<file path="src/rtl/spi_word_pkg.sv">
// spi_word_pkg -- shared constants and elaboration helpers for spi_word_core.
//   SYNC_STAGES      : depth of the input synchronizers (2)
//   sample_edge_e    : which spi_clk edge captures MOSI
//   sample_edge_sel  : derives the sample edge from CPOL/CPHA
//   width_legal      : WIDTH must lie in 4..32
//   depth_legal      : FIFO depth must be a power of two in 2..16
package spi_word_pkg;

  localparam int unsigned SYNC_STAGES = 2;

  typedef enum logic {
    EDGE_FALL = 1'b0,
    EDGE_RISE = 1'b1
  } sample_edge_e;

  // Modes 0 and 3 sample on the rising edge; modes 1 and 2 on the falling edge.
  function automatic sample_edge_e sample_edge_sel(input int unsigned cpol,
                                                   input int unsigned cpha);
    return (cpol == cpha) ? EDGE_RISE : EDGE_FALL;
  endfunction

  function automatic bit width_legal(input int unsigned w);
    return (w >= 4) && (w <= 32);
  endfunction

  function automatic bit depth_legal(input int unsigned d);
    return (d >= 2) && (d <= 16) && ((d & (d - 1)) == 0);
  endfunction

endpackage

</file>
<file path="src/rtl/spi_word_fifo.sv">
// spi_word_fifo -- first-word-fall-through RX FIFO for spi_word_core.
//   clk, rst_n     : system clock, synchronous active-low reset
//   push/push_data : write a completed word
//   pop_ready      : consumer ready; a pop happens when head_valid && pop_ready
//   head_data/head_valid : FIFO head (registered storage, no bypass)
//   overflow       : one-cycle pulse after a push was dropped because full
module spi_word_fifo
  import spi_word_pkg::*;
#(
  parameter int unsigned WIDTH = 8,
  parameter int unsigned DEPTH = 4
) (
  input  logic             clk,
  input  logic             rst_n,
  input  logic             push,
  input  logic [WIDTH-1:0] push_data,
  input  logic             pop_ready,
  output logic [WIDTH-1:0] head_data,
  output logic             head_valid,
  output logic             overflow
);

  if (!depth_legal(DEPTH)) begin : g_bad_depth
    $error("spi_word_fifo: DEPTH must be a power of two in 2..16");
  end

  localparam int unsigned AW = $clog2(DEPTH);
  localparam logic [AW:0] FULL_CNT = DEPTH[AW:0];

  logic [WIDTH-1:0] mem [DEPTH];
  logic [AW:0]      wr_ptr;
  logic [AW:0]      rd_ptr;
  logic [AW:0]      count;
  logic             full;
  logic             empty;
  logic             pop;
  logic             wr_en;

  // Pointers carry one extra bit so full and empty stay distinguishable;
  // storage is addressed by the low bits, i.e. modulo DEPTH.
  assign count      = wr_ptr - rd_ptr;
  assign full       = (count == FULL_CNT);
  assign empty      = (count == '0);
  assign pop        = !empty && pop_ready;
  assign wr_en      = push && (!full || pop);
  assign head_data  = mem[rd_ptr[AW-1:0]];
  assign head_valid = !empty;

  always_ff @(posedge clk) begin
    if (!rst_n) begin
      mem      <= '{default: '0};
      wr_ptr   <= '0;
      rd_ptr   <= '0;
      overflow <= 1'b0;
    end else begin
      if (wr_en) begin
        mem[wr_ptr[AW-1:0]] <= push_data;
        wr_ptr              <= wr_ptr + 1'b1;
      end
      if (pop) begin
        rd_ptr <= rd_ptr + 1'b1;
      end
      overflow <= push && full && !pop;
    end
  end

endmodule

</file>
<file path="src/rtl/spi_word_core.sv">
// spi_word_core -- oversampled SPI slave moving WIDTH-bit words.
// spi_clk, spi_mosi and spi_cs_n are synchronized into the clk domain and
// their edges detected there; spi_clk is never used as a clock.
//   clk, rst_n                 : system clock, synchronous active-low reset
//   spi_clk/spi_mosi/spi_cs_n  : asynchronous SPI slave inputs
//   spi_miso, spi_miso_oe      : serial out and its enable (CS asserted)
//   user_out/_valid/_ready     : received words, first-word-fall-through
//   user_in, user_in_ack       : next TX word, ack pulses when it is latched
//   csn_state/csn_rise/csn_fall: synchronized CS level and edge pulses
//   rx_overflow                : pulse when a completed word is dropped
// Build option: define SPI_WORD_CORE_RX_FIFO_EN for a FIFO_DEPTH-entry RX
// FIFO; otherwise the RX path is a single holding register.
module spi_word_core
  import spi_word_pkg::*;
#(
  parameter int unsigned WIDTH      = 8,
  parameter int unsigned CPOL       = 0,
  parameter int unsigned CPHA       = 0,
  parameter int unsigned FIFO_DEPTH = 4
) (
  input  logic             clk,
  input  logic             rst_n,
  input  logic             spi_clk,
  input  logic             spi_mosi,
  input  logic             spi_cs_n,
  output logic             spi_miso,
  output logic             spi_miso_oe,
  output logic [WIDTH-1:0] user_out,
  output logic             user_out_valid,
  input  logic             user_out_ready,
  input  logic [WIDTH-1:0] user_in,
  output logic             user_in_ack,
  output logic             csn_state,
  output logic             csn_rise,
  output logic             csn_fall,
  output logic             rx_overflow
);

  if (!width_legal(WIDTH)) begin : g_bad_width
    $error("spi_word_core: WIDTH must lie in 4..32");
  end
  if (!depth_legal(FIFO_DEPTH)) begin : g_bad_depth
    $error("spi_word_core: FIFO_DEPTH must be a power of two in 2..16");
  end

  localparam int unsigned  CW          = $clog2(WIDTH);
  localparam logic         IDLE_CLK    = (CPOL != 0);
  localparam logic         CPHA0       = (CPHA == 0);
  localparam sample_edge_e SAMPLE_EDGE = sample_edge_sel(CPOL, CPHA);
  localparam logic [CW-1:0] LAST_BIT   = CW'(WIDTH - 1);

  logic [SYNC_STAGES-1:0] spi_clk_buf;
  logic [SYNC_STAGES-1:0] spi_mosi_buf;
  logic [SYNC_STAGES-1:0] spi_cs_buf;
  logic                   sclk_s;
  logic                   mosi_s;
  logic                   cs_s;
  logic                   sclk_d;
  logic                   cs_d;
  logic                   sclk_rise;
  logic                   sclk_fall;
  logic                   sample_edge;
  logic                   shift_edge;
  logic                   active;
  logic                   word_done;
  logic                   tx_load;
  logic                   csn_fall_d;
  logic                   push_pending;
  logic [CW-1:0]          bit_cnt;
  logic [WIDTH-1:0]       rx_shift;
  logic [WIDTH-1:0]       tx_word;

  assign sclk_s = spi_clk_buf[SYNC_STAGES-1];
  assign mosi_s = spi_mosi_buf[SYNC_STAGES-1];
  assign cs_s   = spi_cs_buf[SYNC_STAGES-1];

  always_ff @(posedge clk) begin
    if (!rst_n) begin
      spi_clk_buf  <= {SYNC_STAGES{IDLE_CLK}};
      spi_mosi_buf <= '0;
      spi_cs_buf   <= '1;
    end else begin
      spi_clk_buf  <= {spi_clk_buf[SYNC_STAGES-2:0], spi_clk};
      spi_mosi_buf <= {spi_mosi_buf[SYNC_STAGES-2:0], spi_mosi};
      spi_cs_buf   <= {spi_cs_buf[SYNC_STAGES-2:0], spi_cs_n};
    end
  end

  assign sclk_rise   = sclk_s && !sclk_d;
  assign sclk_fall   = !sclk_s && sclk_d;
  assign sample_edge = (SAMPLE_EDGE == EDGE_RISE) ? sclk_rise : sclk_fall;
  assign shift_edge  = (SAMPLE_EDGE == EDGE_RISE) ? sclk_fall : sclk_rise;
  assign active      = !cs_s;
  assign word_done   = active && sample_edge && (bit_cnt == LAST_BIT);
  assign tx_load     = csn_fall || word_done;

  assign user_in_ack = tx_load;
  assign csn_state   = cs_s;
  assign spi_miso_oe = active;

  always_ff @(posedge clk) begin
    if (!rst_n) begin
      sclk_d       <= IDLE_CLK;
      cs_d         <= 1'b1;
      csn_fall     <= 1'b0;
      csn_rise     <= 1'b0;
      csn_fall_d   <= 1'b0;
      push_pending <= 1'b0;
      bit_cnt      <= '0;
      rx_shift     <= '0;
      tx_word      <= '0;
      spi_miso     <= 1'b0;
    end else begin
      sclk_d       <= sclk_s;
      cs_d         <= cs_s;
      csn_fall     <= cs_d && !cs_s;
      csn_rise     <= !cs_d && cs_s;
      csn_fall_d   <= csn_fall;
      // rx_shift holds the full word one cycle after completion.
      push_pending <= word_done;

      if (!active) begin
        bit_cnt <= '0;
      end else if (sample_edge) begin
        bit_cnt <= (bit_cnt == LAST_BIT) ? '0 : bit_cnt + 1'b1;
      end

      if (active && sample_edge) begin
        rx_shift <= {rx_shift[WIDTH-2:0], mosi_s};
      end

      if (tx_load) begin
        tx_word <= user_in;
      end

      // With CPHA=0 the first bit must be on the line before the first
      // clock edge, so the MSB is presented straight after the CS-fall load.
      if (CPHA0 && csn_fall_d) begin
        spi_miso <= tx_word[WIDTH-1];
      end else if (active && shift_edge) begin
        spi_miso <= tx_word[LAST_BIT - bit_cnt];
      end
    end
  end

`ifdef SPI_WORD_CORE_RX_FIFO_EN
  spi_word_fifo #(
    .WIDTH (WIDTH),
    .DEPTH (FIFO_DEPTH)
  ) u_rx_fifo (
    .clk        (clk),
    .rst_n      (rst_n),
    .push       (push_pending),
    .push_data  (rx_shift),
    .pop_ready  (user_out_ready),
    .head_data  (user_out),
    .head_valid (user_out_valid),
    .overflow   (rx_overflow)
  );
`else
  logic             hold_valid;
  logic [WIDTH-1:0] hold_data;
  logic             hold_pop;

  assign hold_pop       = hold_valid && user_out_ready;
  assign user_out       = hold_data;
  assign user_out_valid = hold_valid;

  always_ff @(posedge clk) begin
    if (!rst_n) begin
      hold_valid  <= 1'b0;
      hold_data   <= '0;
      rx_overflow <= 1'b0;
    end else begin
      rx_overflow <= push_pending && hold_valid && !hold_pop;
      if (push_pending && (!hold_valid || hold_pop)) begin
        hold_data  <= rx_shift;
        hold_valid <= 1'b1;
      end else if (hold_pop) begin
        hold_valid <= 1'b0;
      end
    end
  end
`endif

endmodule
</file>
<file path="config.mk">
export PLATFORM = sky130hd
export DESIGN_NAME = spi_word_core
export DESIGN_NICKNAME = d
export VERILOG_FILES = /design/src/rtl/spi_word_pkg.sv /design/src/rtl/spi_word_fifo.sv /design/src/rtl/spi_word_core.sv
export SDC_FILE = /design/constraint.sdc
export NUM_CORES = 1
export LEC_CHECK = 0
export CORE_ASPECT_RATIO = 0.6
export CORE_MARGIN = 2
export CORE_UTILIZATION = 25
export CTS_BUF_LIST = sky130_fd_sc_hd__clkbuf_2
export CTS_CLUSTER_SIZE = 28
export DETAILED_ROUTE_END_ITERATION = 8
export DONT_BUFFER_PORTS = 1
export GPL_TIMING_DRIVEN = 0
export PLACE_DENSITY = 0.39
export SETUP_SLACK_MARGIN = 0.1
export SYNTH_ARGS = -nofsm -noshare
export SYNTH_HDL_FRONTEND = slang
export SYNTH_SLANG_ARGS = --single-unit
</file>
<file path="constraint.sdc">
create_clock -name clk -period 1.28 [get_ports clk]
set_input_delay 0.256 -clock clk [delete_from_list [all_inputs] [get_ports clk]]
set_output_delay 0.256 -clock clk [all_outputs]
set_load 0.005 [all_outputs]
</file>
==> summary.md, run 1 <==
| Metric | Value |
|---|---|
| Clock period minus final worst setup slack | 1.671 ns |
| Inserted Diodes | 0 |
| Worst R2R Start | bit_cnt[0] |
| Wire length of the first global-routing pass | 6065 um |
| Full die area | 6904 um^2 |
| Number of synthesis warnings | 0 |
| Area added between synthesis and finish | 36.84% |
| Flop2flop setup slack | -0.17 ns |
| I/O Buffers | 0 |
| Launching instance or port of the critical path | bit_cnt[0] |
| Via count of the first global-routing pass | 1,211 |
| Clock root cell | sky130_fd_sc_hd__clkbuf_2 |
| FF/Latch Area | 865.8 um^2 |
| Count of final max-slew check failures | 0 |
| Largest delay contributor family on the critical path | flip-flops |
| Post-Layout Cell Count | 286 |
| Class of the tightest hold or removal check | input pin to flop |
| Overall routing resource usage | 11.67% |
| Setup violations, final | 10 |
| Setup WS post-layout | -0.3910 ns |
| Status | complete, but fails checks |
| Placed Cells | 252 |
| Share of the core filled with cells | 35.23% |
| Post-synthesis instance area | 1559 um^2 |
| Number of logic stages on the critical path including buffering | 5 |
| Iteration-0 DRC Markers | 40 |
| Number of search-and-repair iterations in the first detailed-routing pass | 4 |
| WL/cell | 13.41 um |
| DRC violation count after routing | 0 |
| Overall routed net length | 3834 um |
| Placed instance area | 1713 um^2 |
| Post-DRT Antenna Nets | 0 |
| Routability congestion estimate | 0.7188 |
| Violations in the final reports | negative setup slack |
| Normalized max-slew margin | 59.09% |
| Max incr delay on CP | 0.40 ns |
| Crit path launch type | flop |
| Register clock-pin slew on the reported worst setup and hold paths | 0.21 ns |
| Count of vias placed by the detailed router | 1,303 |
| Detailed-route vias per instance | 4.556 |
| CP Buf/Inv Count | 1 |
| Leading cell types in the layout, fill and taps excluded | sky130_fd_sc_hd__dfxtp_1 (34), sky130_fd_sc_hd__a21oi_1 (21), sky130_fd_sc_hd__nand3_1 (16) |
| Distinct cell type count after synthesis | 27 |
| Maximum buffer depth of the clock tree | 2 |
| Count of standard-cell rows | 22 |
| Floorplan die height | 65.17 um |
| Highest attainable clock frequency | 0.5985 GHz |
| Count of fill cells added during filler insertion | 661 |
| Worst Reg-to-Reg Cells | 6 |
| Worst EP required | 1.02 ns |
| Area occupied by multi-input gates | 779.5 um^2 |
| Cell leakage power | 0.7333 nW |
| # clock sinks | 42 |
| Transition time of the tightest slew-check pin | 0.6137 ns |
| Most common library cell in the layout ignoring fill and taps | sky130_fd_sc_hd__dfxtp_1 |
| Arr. time, crit path | 1.41 ns |
| Clock tree from TritonCTS | done |
| Mapped Cells | 168 |
| WS Path Type | flop to output pin |
| Post-Synthesis Mean Instance Area | 9.280 um^2 |
| Power Density | 935.0 nW/um^2 |
| Cell-by-cell trace of the critical path | ha_4 -> ha_4 -> nand4bb_1 -> clkbuf_8 -> nand2_4 |
| Post-route clock period utilization | 130.5% |
| Dominant cell type by count on the critical path | sky130_fd_sc_hd__ha_4 |
| Floorplan Core Area | 6056 um^2 |
| Number of placed I/O pins | 30 |
| Final std cell area, no fill | 2133 um^2 |
| Pin count of the biggest net entering global routing | 13 |
| Share of layout cells above drive strength 1 | 31.19% |
| Clock Latency Late Sink | 0.41 ns |
| Maximum fanout encountered on the critical timing path | 2 |
| Horizontal die dimension | 105.9 um |
| Max_cap viols | 0 |
| Num CTS Buffers | 5 |
| Antenna violations before repair | 0 |
| Sum Neg Setup Slack | -1.632 ns |
| Min Hold Slack | 0.06816 ns |
| Setup clock skew after layout | 0.02868 ns |
| RSZ-0062 raised after global routing | true |
| Overflow after GRT | 0 |
| # H-tree levels | 2 |
| Detail Placement HPWL | 2499 um |
| Post-synthesis net count | 184 |
| Endpoint of the worst-slack reg-to-reg timing path | tx_word[2] |
| Effective utilization at floorplan | 25.74% |
| Hold violation total from the final report | 0 |
| Maximum ir drop on the vdd rail | 0.4034 mV |
| CP endpoint kind | output pin |
| Worst setup path endpoint | user_in_ack |
| Slowest library cell on the worst path | sky130_fd_sc_hd__dfxtp_4 |
| Total Nets Final | 218 |
| Proportion of synthesized chip area in sequential cells | 53.93% |
| Number of storage elements in the synthesis netlist | 42 |
==> state kept, by name (all words and copies together) (netlist names), 2 cells and up <==
register	count
bit_cnt	3
spi_cs_buf	2
spi_clk_buf	2
rx_shift	8
tx_word	8
spi_mosi_buf	2
user_out	8
==> tightest hold or removal path, delay by kind of cell <==
kind	cells	cell delay, ns
AOI/OAI and AO/OA	2	0.18
and+or+nand+nor	1	0.04
==> cells in the mapped netlist, drive strengths merged <==
library cell	number	share of area, %
nand2	10	2.4
o31a	1	0.56
or3b	1	0.56
clkbuf	7	1.7
mux2	1	0.72
nor2b	1	0.40
nand3	16	5.1
and3	1	0.40
nand2b	5	2.0
clkinv	1	0.24
o32ai	1	1.0
mux2i	4	2.6
mux4	1	1.4
buf	1	0.32
nand4bb	1	0.72
inv	4	0.96
a311o	1	0.64
nor3	2	0.64
nor3b	3	1.8
and2	5	2.0
a21oi	25	8.0
and4bb	1	0.80
dfxtp	42	54
o21ai	24	7.7
ha	2	1.6
nor2	7	1.7
==> layer usage <==
metal / global-route usage (%) / vias up / part of all wire [%]
met1: 16.50 / 605 / 51
met5: 0 / - / 0
met4: 5.428 / 0 / 1.6
met2: 15.73 / 25 / 43
met3: 4.067 / 7 / 4.8
li1: - / 666 / -
==> per-stage QoR <==
step                worst slack [ns]  power (mW)
detailed placement           -0.1400       1.424
global placement             -0.1387       1.423
floorplan                    0.04261       1.404
finish                       -0.3910       1.995
CTS                          -0.4232       2.007
global route                 -0.4866       2.094
==> where the power goes <==
group	internal, mW	switching [mW]	leakage [nW]	total (mW)
registers	1.32	0.0137	0.345	1.33
logic	0.0681	0.0597	0.360	0.128
clock network	0.118	0.417	0.0286	0.536
total	1.50	0.491	0.733	1.99
==> cells by family after synthesis <==
logic type      after synthesis  synth area share (%)
compound gates               52                 17.98
fa+ha+maj                     2                 1.605
buf+inv                      13                 3.210
flops                        42                 53.93
mux                           6                 4.735
simple gates                 53                 18.54
==> cell type report <==
| class | instances | area share, % |
|---|---|---|
| repair buffers | 27 | 11.79 |
| multi-input cells | 113 | 36.54 |
| well taps | 84 | 4.927 |
| plain buffers | 8 | 3.167 |
| inverters | 5 | 1.349 |
| clock inverters | 2 | 0.4692 |
| clock buffers | 5 | 1.173 |
| flip-flops and latches | 42 | 40.59 |
==> what timing repair did <==
action,in CTS,in global routing
pin swaps,2,8
endpoints found under the hold margin,16,0
hold buffers,12,0
setup buffers,5,10
cloned,0,1
setup endpoints to repair,31,32
resized for setup,15,50
==> worst min-delay path by stage <==
stage | startpoint | endpoint | slack (ns) | cells past startpoint
CTS | rst_n | cs_d | 0.05 | 1
finish | user_out_ready | user_out[3] | 0.07 | 3
global placement | rst_n | spi_cs_buf[1] | 0.33 | 1
floorplan | rst_n | spi_cs_buf[0] | 0.33 | 1
global route | rst_n | cs_d | 0.04 | 1
detailed placement | rst_n | spi_cs_buf[0] | 0.33 | 1
No activity file was read; power rests on OpenSTA's default activity.
==> inputs of run 2 (changes only) <==
- CORE_ASPECT_RATIO: 0.6 -> 0.8
- PLACE_DENSITY: 0.39 -> 0.4
==> summary.md, run 2 (same netlist as run 1, synthesis figures left out) <==
| Metric | Value |
|---|---|
| Count of vias placed by the detailed router | 1,314 (was 1,303) |
| Normalized max-slew margin | 52.67% (was 59.09%) |
| Detailed-route vias per instance | 4.643 (was 4.556) |
| Dominant cell type by count on the critical path | sky130_fd_sc_hd__ha_4 (unchanged) |
| RSZ-0062 raised after global routing | true (unchanged) |
| Register clock-pin slew on the reported worst setup and hold paths | 0.24 ns (was 0.21 ns) |
| Share of layout cells above drive strength 1 | 40.10% (was 31.19%) |
| I/O Buffers | 0 (unchanged) |
| # clock sinks | 42 (unchanged) |
| Hold path depth | 3 (unchanged) |
| Iteration-0 DRC Markers | 57 (was 40) |
| Effective utilization at floorplan | 26.09% (was 25.74%) |
| Via count of the first global-routing pass | 1,341 (was 1,211) |
| Highest attainable clock frequency | 0.5852 GHz (was 0.5985 GHz) |
| Post-DRT Antenna Nets | 0 (unchanged) |
| Clock tree from TritonCTS | done (unchanged) |
| Clock root cell | sky130_fd_sc_hd__clkbuf_2 (unchanged) |
| Worst hold start | user_out_ready (unchanged) |
| Routability congestion estimate | 0.6870 (was 0.7188) |
| Antenna violations before repair | 0 (unchanged) |
| Detail Placement HPWL | 2541 um (was 2499 um) |
| Highest routed metal layer | met4 (unchanged) |
| Maximum buffer depth of the clock tree | 2 (unchanged) |
| Power Density | 909.4 nW/um^2 (was 935.0 nW/um^2) |
| Endpoint of the worst hold path | user_out[6] (was user_out[3]) |
| Total Nets Final | 217 (was 218) |
| Status | complete, but fails checks (unchanged) |
| Cell-by-cell trace of the critical path | ha_4 -> ha_4 -> nand4bb_1 -> clkbuf_8 -> nand2_2 (was ha_4 -> ha_4 -> nand4bb_1 -> clkbuf_8 -> nand2_4) |
| Worst R2R Start | bit_cnt[0] (unchanged) |
| Clock Latency Late Sink | 0.43 ns (was 0.41 ns) |
| Post-route clock period utilization | 133.5% (was 130.5%) |
| Overall routing resource usage | 12.89% (was 11.67%) |
| Inserted Diodes | 0 (unchanged) |
| Most common library cell in the layout ignoring fill and taps | sky130_fd_sc_hd__dfxtp_1 (unchanged) |
| WS Path Type | flop to output pin (unchanged) |
| WL/cell | 14.89 um (was 13.41 um) |
| Full die area | 6888 um^2 (was 6904 um^2) |
| Overall routed net length | 4213 um (was 3834 um) |
| Setup WS post-layout | -0.4288 ns (was -0.3910 ns) |
| CP endpoint kind | output pin (unchanged) |
| Worst EP required | 1.02 ns (about the same) |
| Overflow after GRT | 0 (unchanged) |
| Clock period minus final worst setup slack | 1.709 ns (was 1.671 ns) |
| Class of the tightest hold or removal check | input pin to flop (unchanged) |
| Violations in the final reports | negative setup slack (unchanged) |
| Number of placed I/O pins | 30 (unchanged) |
| Max incr delay on CP | 0.41 ns (was 0.40 ns) |
| Pin count of the biggest net entering global routing | 14 (was 13) |
| Setup violations, final | 12 (was 10) |
| Wire length of the first global-routing pass | 6720 um (was 6065 um) |
| Met1 Wirelength | 2059 um (was 1956 um) |
| Min Hold Slack | 0.07347 ns (was 0.06816 ns) |
| # H-tree levels | 2 (unchanged) |
| Count of final max-slew check failures | 0 (unchanged) |
| Leading cell types in the layout, fill and taps excluded | sky130_fd_sc_hd__dfxtp_1 (34), sky130_fd_sc_hd__a21oi_1 (13), sky130_fd_sc_hd__dlygate4sd3_1 (13) (was sky130_fd_sc_hd__dfxtp_1 (34), sky130_fd_sc_hd__a21oi_1 (21), sky130_fd_sc_hd__nand3_1 (16)) |
| Crit path launch type | flop (unchanged) |
| Share of the core filled with cells | 37.59% (was 35.23%) |
| Worst Reg-to-Reg Cells | 9 (was 6) |
| Cell leakage power | 0.7431 nW (was 0.7333 nW) |
| Arr. time, crit path | 1.45 ns (was 1.41 ns) |
| Area added between synthesis and finish | 44.06% (was 36.84%) |
| Flop2flop setup slack | -0.27 ns (was -0.17 ns) |
| Floorplan Core Area | 5974 um^2 (was 6056 um^2) |
| Floorplan die height | 74.63 um (was 65.17 um) |
| Horizontal die dimension | 92.29 um (was 105.9 um) |
| Setup slack at placement | -0.1491 ns (was -0.1400 ns) |
| Maximum fanout encountered on the critical timing path | 2 (unchanged) |
| Setup clock skew after layout | 0.02391 ns (was 0.02868 ns) |
| Maximum ir drop on the vdd rail | 0.4338 mV (was 0.4034 mV) |
| Transition time of the tightest slew-check pin | 0.7100 ns (was 0.6137 ns) |
| Count of standard-cell rows | 25 (was 22) |
| Slowest library cell on the worst path | sky130_fd_sc_hd__dfxtp_4 (unchanged) |
| Hold violation total from the final report | 0 (unchanged) |
| DRC violation count after routing | 0 (unchanged) |
| Wire length on met2 | 1899 um (was 1631 um) |
| Number of search-and-repair iterations in the first detailed-routing pass | 4 (unchanged) |
| Count of fill cells added during filler insertion | 596 (was 661) |
| Endpoint of the worst-slack reg-to-reg timing path | tx_word[7] (was tx_word[2]) |
| Max_cap viols | 0 (unchanged) |
| Num CTS Buffers | 5 (unchanged) |
| WL met3 | 202 um (was 183 um) |
==> run 2: final cells by class <==
type / instances / area, um^2 / share of cell area (%)
buffer: 8 / 77.57 / 3.454
tap: 81 / 101.3 / 4.513
timing repair inverter: 1 / 7.507 / 0.3343
multi-input combinational: 113 / 862.1 / 38.38
clock buffer: 5 / 25.02 / 1.114
timing repair buffer: 25 / 256.5 / 11.42
clock inverter: 3 / 16.27 / 0.7242
sequential: 42 / 868.3 / 38.66
inverter: 5 / 31.28 / 1.393
==> run 2: stage by stage <==
step                      cell area [um^2]  std cells  TNS [ns]  power (mW)
after floorplan                       1608        168         0       1.404
after global placement                1709        249    -1.488       1.423
after detailed placement              1709        249    -1.968       1.425
after CTS                             2105        279    -3.624       2.034
after global routing                  2246        283    -3.461       2.137
final                                 2246        283    -2.723       2.042
==> run 2: worst max-delay path, delay by kind of cell, from the launching register on <==
family | cells | cell delay [ns]
and+or+nand+nor | 2 | 0.15
adders and majority gates | 2 | 0.32
DFF | 1 | 0.41
buffers and inverters | 1 | 0.15
==> run 2: worst max-delay path by stage <==
| stage | cells after the start | from | to |
|---|---|---|---|
| 4_1_cts | 5 | bit_cnt[1] | user_in_ack |
| 5_1_grt | 5 | bit_cnt[1] | user_in_ack |
| 2_1_floorplan | 5 | bit_cnt[1] | tx_word[7] |
| 3_5_place_dp | 4 | spi_cs_buf[1] | rx_shift[6] |
| 6_report | 5 | bit_cnt[0] | user_in_ack |
| 3_3_place_gp | 4 | spi_cs_buf[1] | rx_shift[1] |
==> run 2: timing repair <==
action / CTS / global route
cloned: 1 / 1
setup endpoints to repair: 34 / 34
setup buffers: 9 / 4
resized for setup: 39 / 49
endpoints found under the hold margin: 16 / 1
hold buffers: 12 / 1
pin swaps: 14 / 3
==> run 2: where the power goes <==
part | internal (mW) | switching, mW
logic | 0.0660 | 0.0664
registers | 1.32 | 0.0142
clock network | 0.124 | 0.455
total | 1.51 | 0.535
==> run 2: metal layers <==
layer | global-route usage [%] | vias up
met5 | 0 | -
met1 | 16.21 | 618
met4 | 4.975 | 0
met3 | 4.705 | 7
li1 | - | 668
met2 | 20.59 | 21
==> inputs of run 3 (changes only) <==
- SKIP_CTS_REPAIR_TIMING: unset -> 1
==> summary.md, run 3 (same netlist as run 1, synthesis figures left out) <==
| Metric | Value |
|---|---|
| Share of total power in sequential cells | 65.5% (was 65.2%) |
| Worst Reg-to-Reg Cells | 8 (was 9) |
| Post-route clock period utilization | 135.5% (was 133.5%) |
| Power Density | 933.0 nW/um^2 (was 909.4 nW/um^2) |
| Clock period minus final worst setup slack | 1.734 ns (was 1.709 ns) |
| Leading cell types in the layout, fill and taps excluded | sky130_fd_sc_hd__dfxtp_1 (35), sky130_fd_sc_hd__a21oi_1 (20), sky130_fd_sc_hd__nand3_1 (15) (was sky130_fd_sc_hd__dfxtp_1 (34), sky130_fd_sc_hd__a21oi_1 (13), sky130_fd_sc_hd__dlygate4sd3_1 (13)) |
| Number of search-and-repair iterations in the first detailed-routing pass | 4 (unchanged) |
| Transition time of the tightest slew-check pin | 0.6298 ns (was 0.7100 ns) |
| Overall routed net length | 3959 um (was 4213 um) |
| Detail Placement HPWL | 2541 um (unchanged) |
| Area occupied by multi-input gates | 805.8 um^2 (was 862.1 um^2) |
| # clock sinks | 42 (unchanged) |
| Count of final max-slew check failures | 0 (unchanged) |
| Worst hold start | user_out_ready (unchanged) |
| Flop2flop setup slack | -0.16 ns (was -0.27 ns) |
| Wire length of the first global-routing pass | 6044 um (was 6720 um) |
| Floorplan die height | 74.63 um (unchanged) |
| Effective utilization at floorplan | 26.09% (unchanged) |
| Num CTS Buffers | 5 (unchanged) |
| Most common library cell in the layout ignoring fill and taps | sky130_fd_sc_hd__dfxtp_1 (unchanged) |
| Cell leakage power | 0.7473 nW (was 0.7431 nW) |
| Switching part of the total power | 25.79% (was 26.21%) |
| Count of vias placed by the detailed router | 1,317 (was 1,314) |
| # H-tree levels | 2 (unchanged) |
| Maximum buffer depth of the clock tree | 2 (unchanged) |
| Status | complete, but fails checks (unchanged) |
| DRC violation count after routing | 0 (unchanged) |
| Violations in the final reports | negative setup slack (unchanged) |
| Arr. time, crit path | 1.48 ns (was 1.45 ns) |
| Total Nets Final | 220 (was 217) |
| Combinational share of power | 6.3% (was 6.5%) |
| RSZ-0062 raised after global routing | true (unchanged) |
| Hold path depth | 3 (unchanged) |
| Via count of the first global-routing pass | 1,213 (was 1,341) |
| Power Internal | 1.510 mW (was 1.507 mW) |
| Min Hold Slack | 0.07235 ns (was 0.07347 ns) |
| Clock root cell | sky130_fd_sc_hd__clkbuf_2 (unchanged) |
| Horizontal die dimension | 92.29 um (unchanged) |
| FF/Latch Area | 864.6 um^2 (was 868.3 um^2) |
| WL/cell | 13.84 um (was 14.89 um) |
| Cell-by-cell trace of the critical path | ha_4 -> ha_4 -> nand4bb_1 -> clkbuf_8 -> nand2_2 (unchanged) |
| Crit path launch type | flop (unchanged) |
| Class of the tightest hold or removal check | input pin to flop (unchanged) |
| I/O Buffers | 0 (unchanged) |
| Count of fill cells added during filler insertion | 611 (was 596) |
| Detailed-route vias per instance | 4.605 (was 4.643) |
| Clock Latency Late Sink | 0.42 ns (was 0.43 ns) |
| Endpoint of the worst-slack reg-to-reg timing path | tx_word[1] (was tx_word[7]) |
| CP endpoint kind | output pin (unchanged) |
| Worst R2R Start | bit_cnt[1] (was bit_cnt[0]) |
| Post-DRT Antenna Nets | 0 (unchanged) |
| Hold violation total from the final report | 0 (unchanged) |
| Full die area | 6888 um^2 (unchanged) |
| Worst EP required | 1.02 ns (about the same) |
| Normalized max-slew margin | 58.01% (was 52.67%) |
| Routability congestion estimate | 0.6870 (unchanged) |
| Antenna violations before repair | 0 (unchanged) |
| Max_cap viols | 0 (unchanged) |
| Maximum fanout encountered on the critical timing path | 7 (was 2) |
| Maximum ir drop on the vdd rail | 0.4284 mV (was 0.4338 mV) |
| Slowest library cell on the worst path | sky130_fd_sc_hd__dfxtp_4 (unchanged) |
| Max incr delay on CP | 0.41 ns (about the same) |
| Highest attainable clock frequency | 0.5768 GHz (was 0.5852 GHz) |
| Count of standard-cell rows | 25 (unchanged) |
| Sw Pwr | 0.5248 mW (was 0.5352 mW) |
| Setup violations, final | 10 (was 12) |
| Number of placed I/O pins | 30 (unchanged) |
| Iteration-0 DRC Markers | 52 (was 57) |
| Largest delay contributor family on the critical path | flip-flops (unchanged) |
| Overflow after GRT | 0 (unchanged) |
| Setup clock skew after layout | 0.01472 ns (was 0.02391 ns) |
| Setup WS post-layout | -0.4538 ns (was -0.4288 ns) |
| CP Buf/Inv Count | 1 (unchanged) |
| Endpoint of the worst hold path | user_out[6] (unchanged) |
| Clock network power share | 28.2% (was 28.3%) |
| Overall routing resource usage | 11.57% (was 12.89%) |
| Register clock-pin slew on the reported worst setup and hold paths | 0.23 ns (was 0.24 ns) |
| Total design power | 2.035 mW (was 2.042 mW) |
| Area added between synthesis and finish | 39.89% (was 44.06%) |
| WS Path Type | flop to output pin (unchanged) |
| Inserted Diodes | 0 (unchanged) |
| Floorplan Core Area | 5974 um^2 (unchanged) |
| Pin count of the biggest net entering global routing | 14 (unchanged) |
| Dominant cell type by count on the critical path | sky130_fd_sc_hd__ha_4 (unchanged) |
| Clock tree from TritonCTS | done (unchanged) |
| Share of layout cells above drive strength 1 | 33.66% (was 40.10%) |
[run 3: cell count changes in the layout (fill, tap and decap cells not counted), sizes merged]
cell         previous run  this run
clkinv                  3         2
clkinvlp                3         4
buf                    14        18
dlygate4sd3            13        12
[run 3: worst max path at each step]
stage                       start     endpoint  slack, ns  cells past startpoint
floorplan              bit_cnt[1]   tx_word[7]       0.04                      5
CTS                      csn_fall  user_in_ack      -0.61                      2
finish                 bit_cnt[0]  user_in_ack      -0.45                      5
global placement    spi_cs_buf[1]  rx_shift[1]      -0.12                      4
global route           bit_cnt[0]  user_in_ack      -0.55                      5
detailed placement  spi_cs_buf[1]  rx_shift[6]      -0.15                      4
[run 3: final cells by class]
class | count | share of cell area (%)
Inverter | 5 | 1.320
Buffer | 8 | 3.098
Sequential cell | 42 | 39.64
Clock buffer | 5 | 1.147
Timing Repair Buffer | 28 | 12.11
Tap cell | 81 | 4.647
Timing Repair inverter | 1 | 0.3442
Clock inverter | 3 | 0.7458
Multi-Input combinational cell | 113 | 36.95
[run 3: through the flow]
step | worst slack [ns] | area [um^2] | utilization [%] | TNS, ns | cells
floorplan | 0.04261 | 1608 | - | 0 | 168
global placement | -0.1212 | 1709 | 28.61 | -1.488 | 249
detailed placement | -0.1491 | 1709 | 28.61 | -1.968 | 249
CTS | -0.6131 | 1750 | 29.30 | -3.996 | 257
global route | -0.5461 | 2181 | 36.50 | -2.231 | 286
finish | -0.4538 | 2181 | 36.50 | -1.576 | 286
[run 3: power by group through the flow]
stage	Combinational (mW)	Clock, mW	Sequential [mW]
6_report	0.129	0.573	1.33
5_1_grt	0.140	0.652	1.34
4_1_cts	0.0628	0.589	1.34
3_5_place_dp	0.0625	0	1.36
3_3_place_gp	0.0610	0	1.36
2_1_floorplan	0.0469	0	1.36
[run 3: tightest hold or removal path, delay by kind of cell]
| kind | cells | cell delay [ns] |
|---|---|---|
| and+or+nand+nor | 1 | 0.03 |
| AOI/OAI and AO/OA | 2 | 0.17 |
[run 3: metal layers]
layer  vias to the layer above  GRT usage [%]  wire (um)
li1                        669              -          -
met1                       620          14.46       1921
met2                        21          17.73       1786
met3                         7          5.005        200
met4                         0          4.975         51
met5                         -              0          0
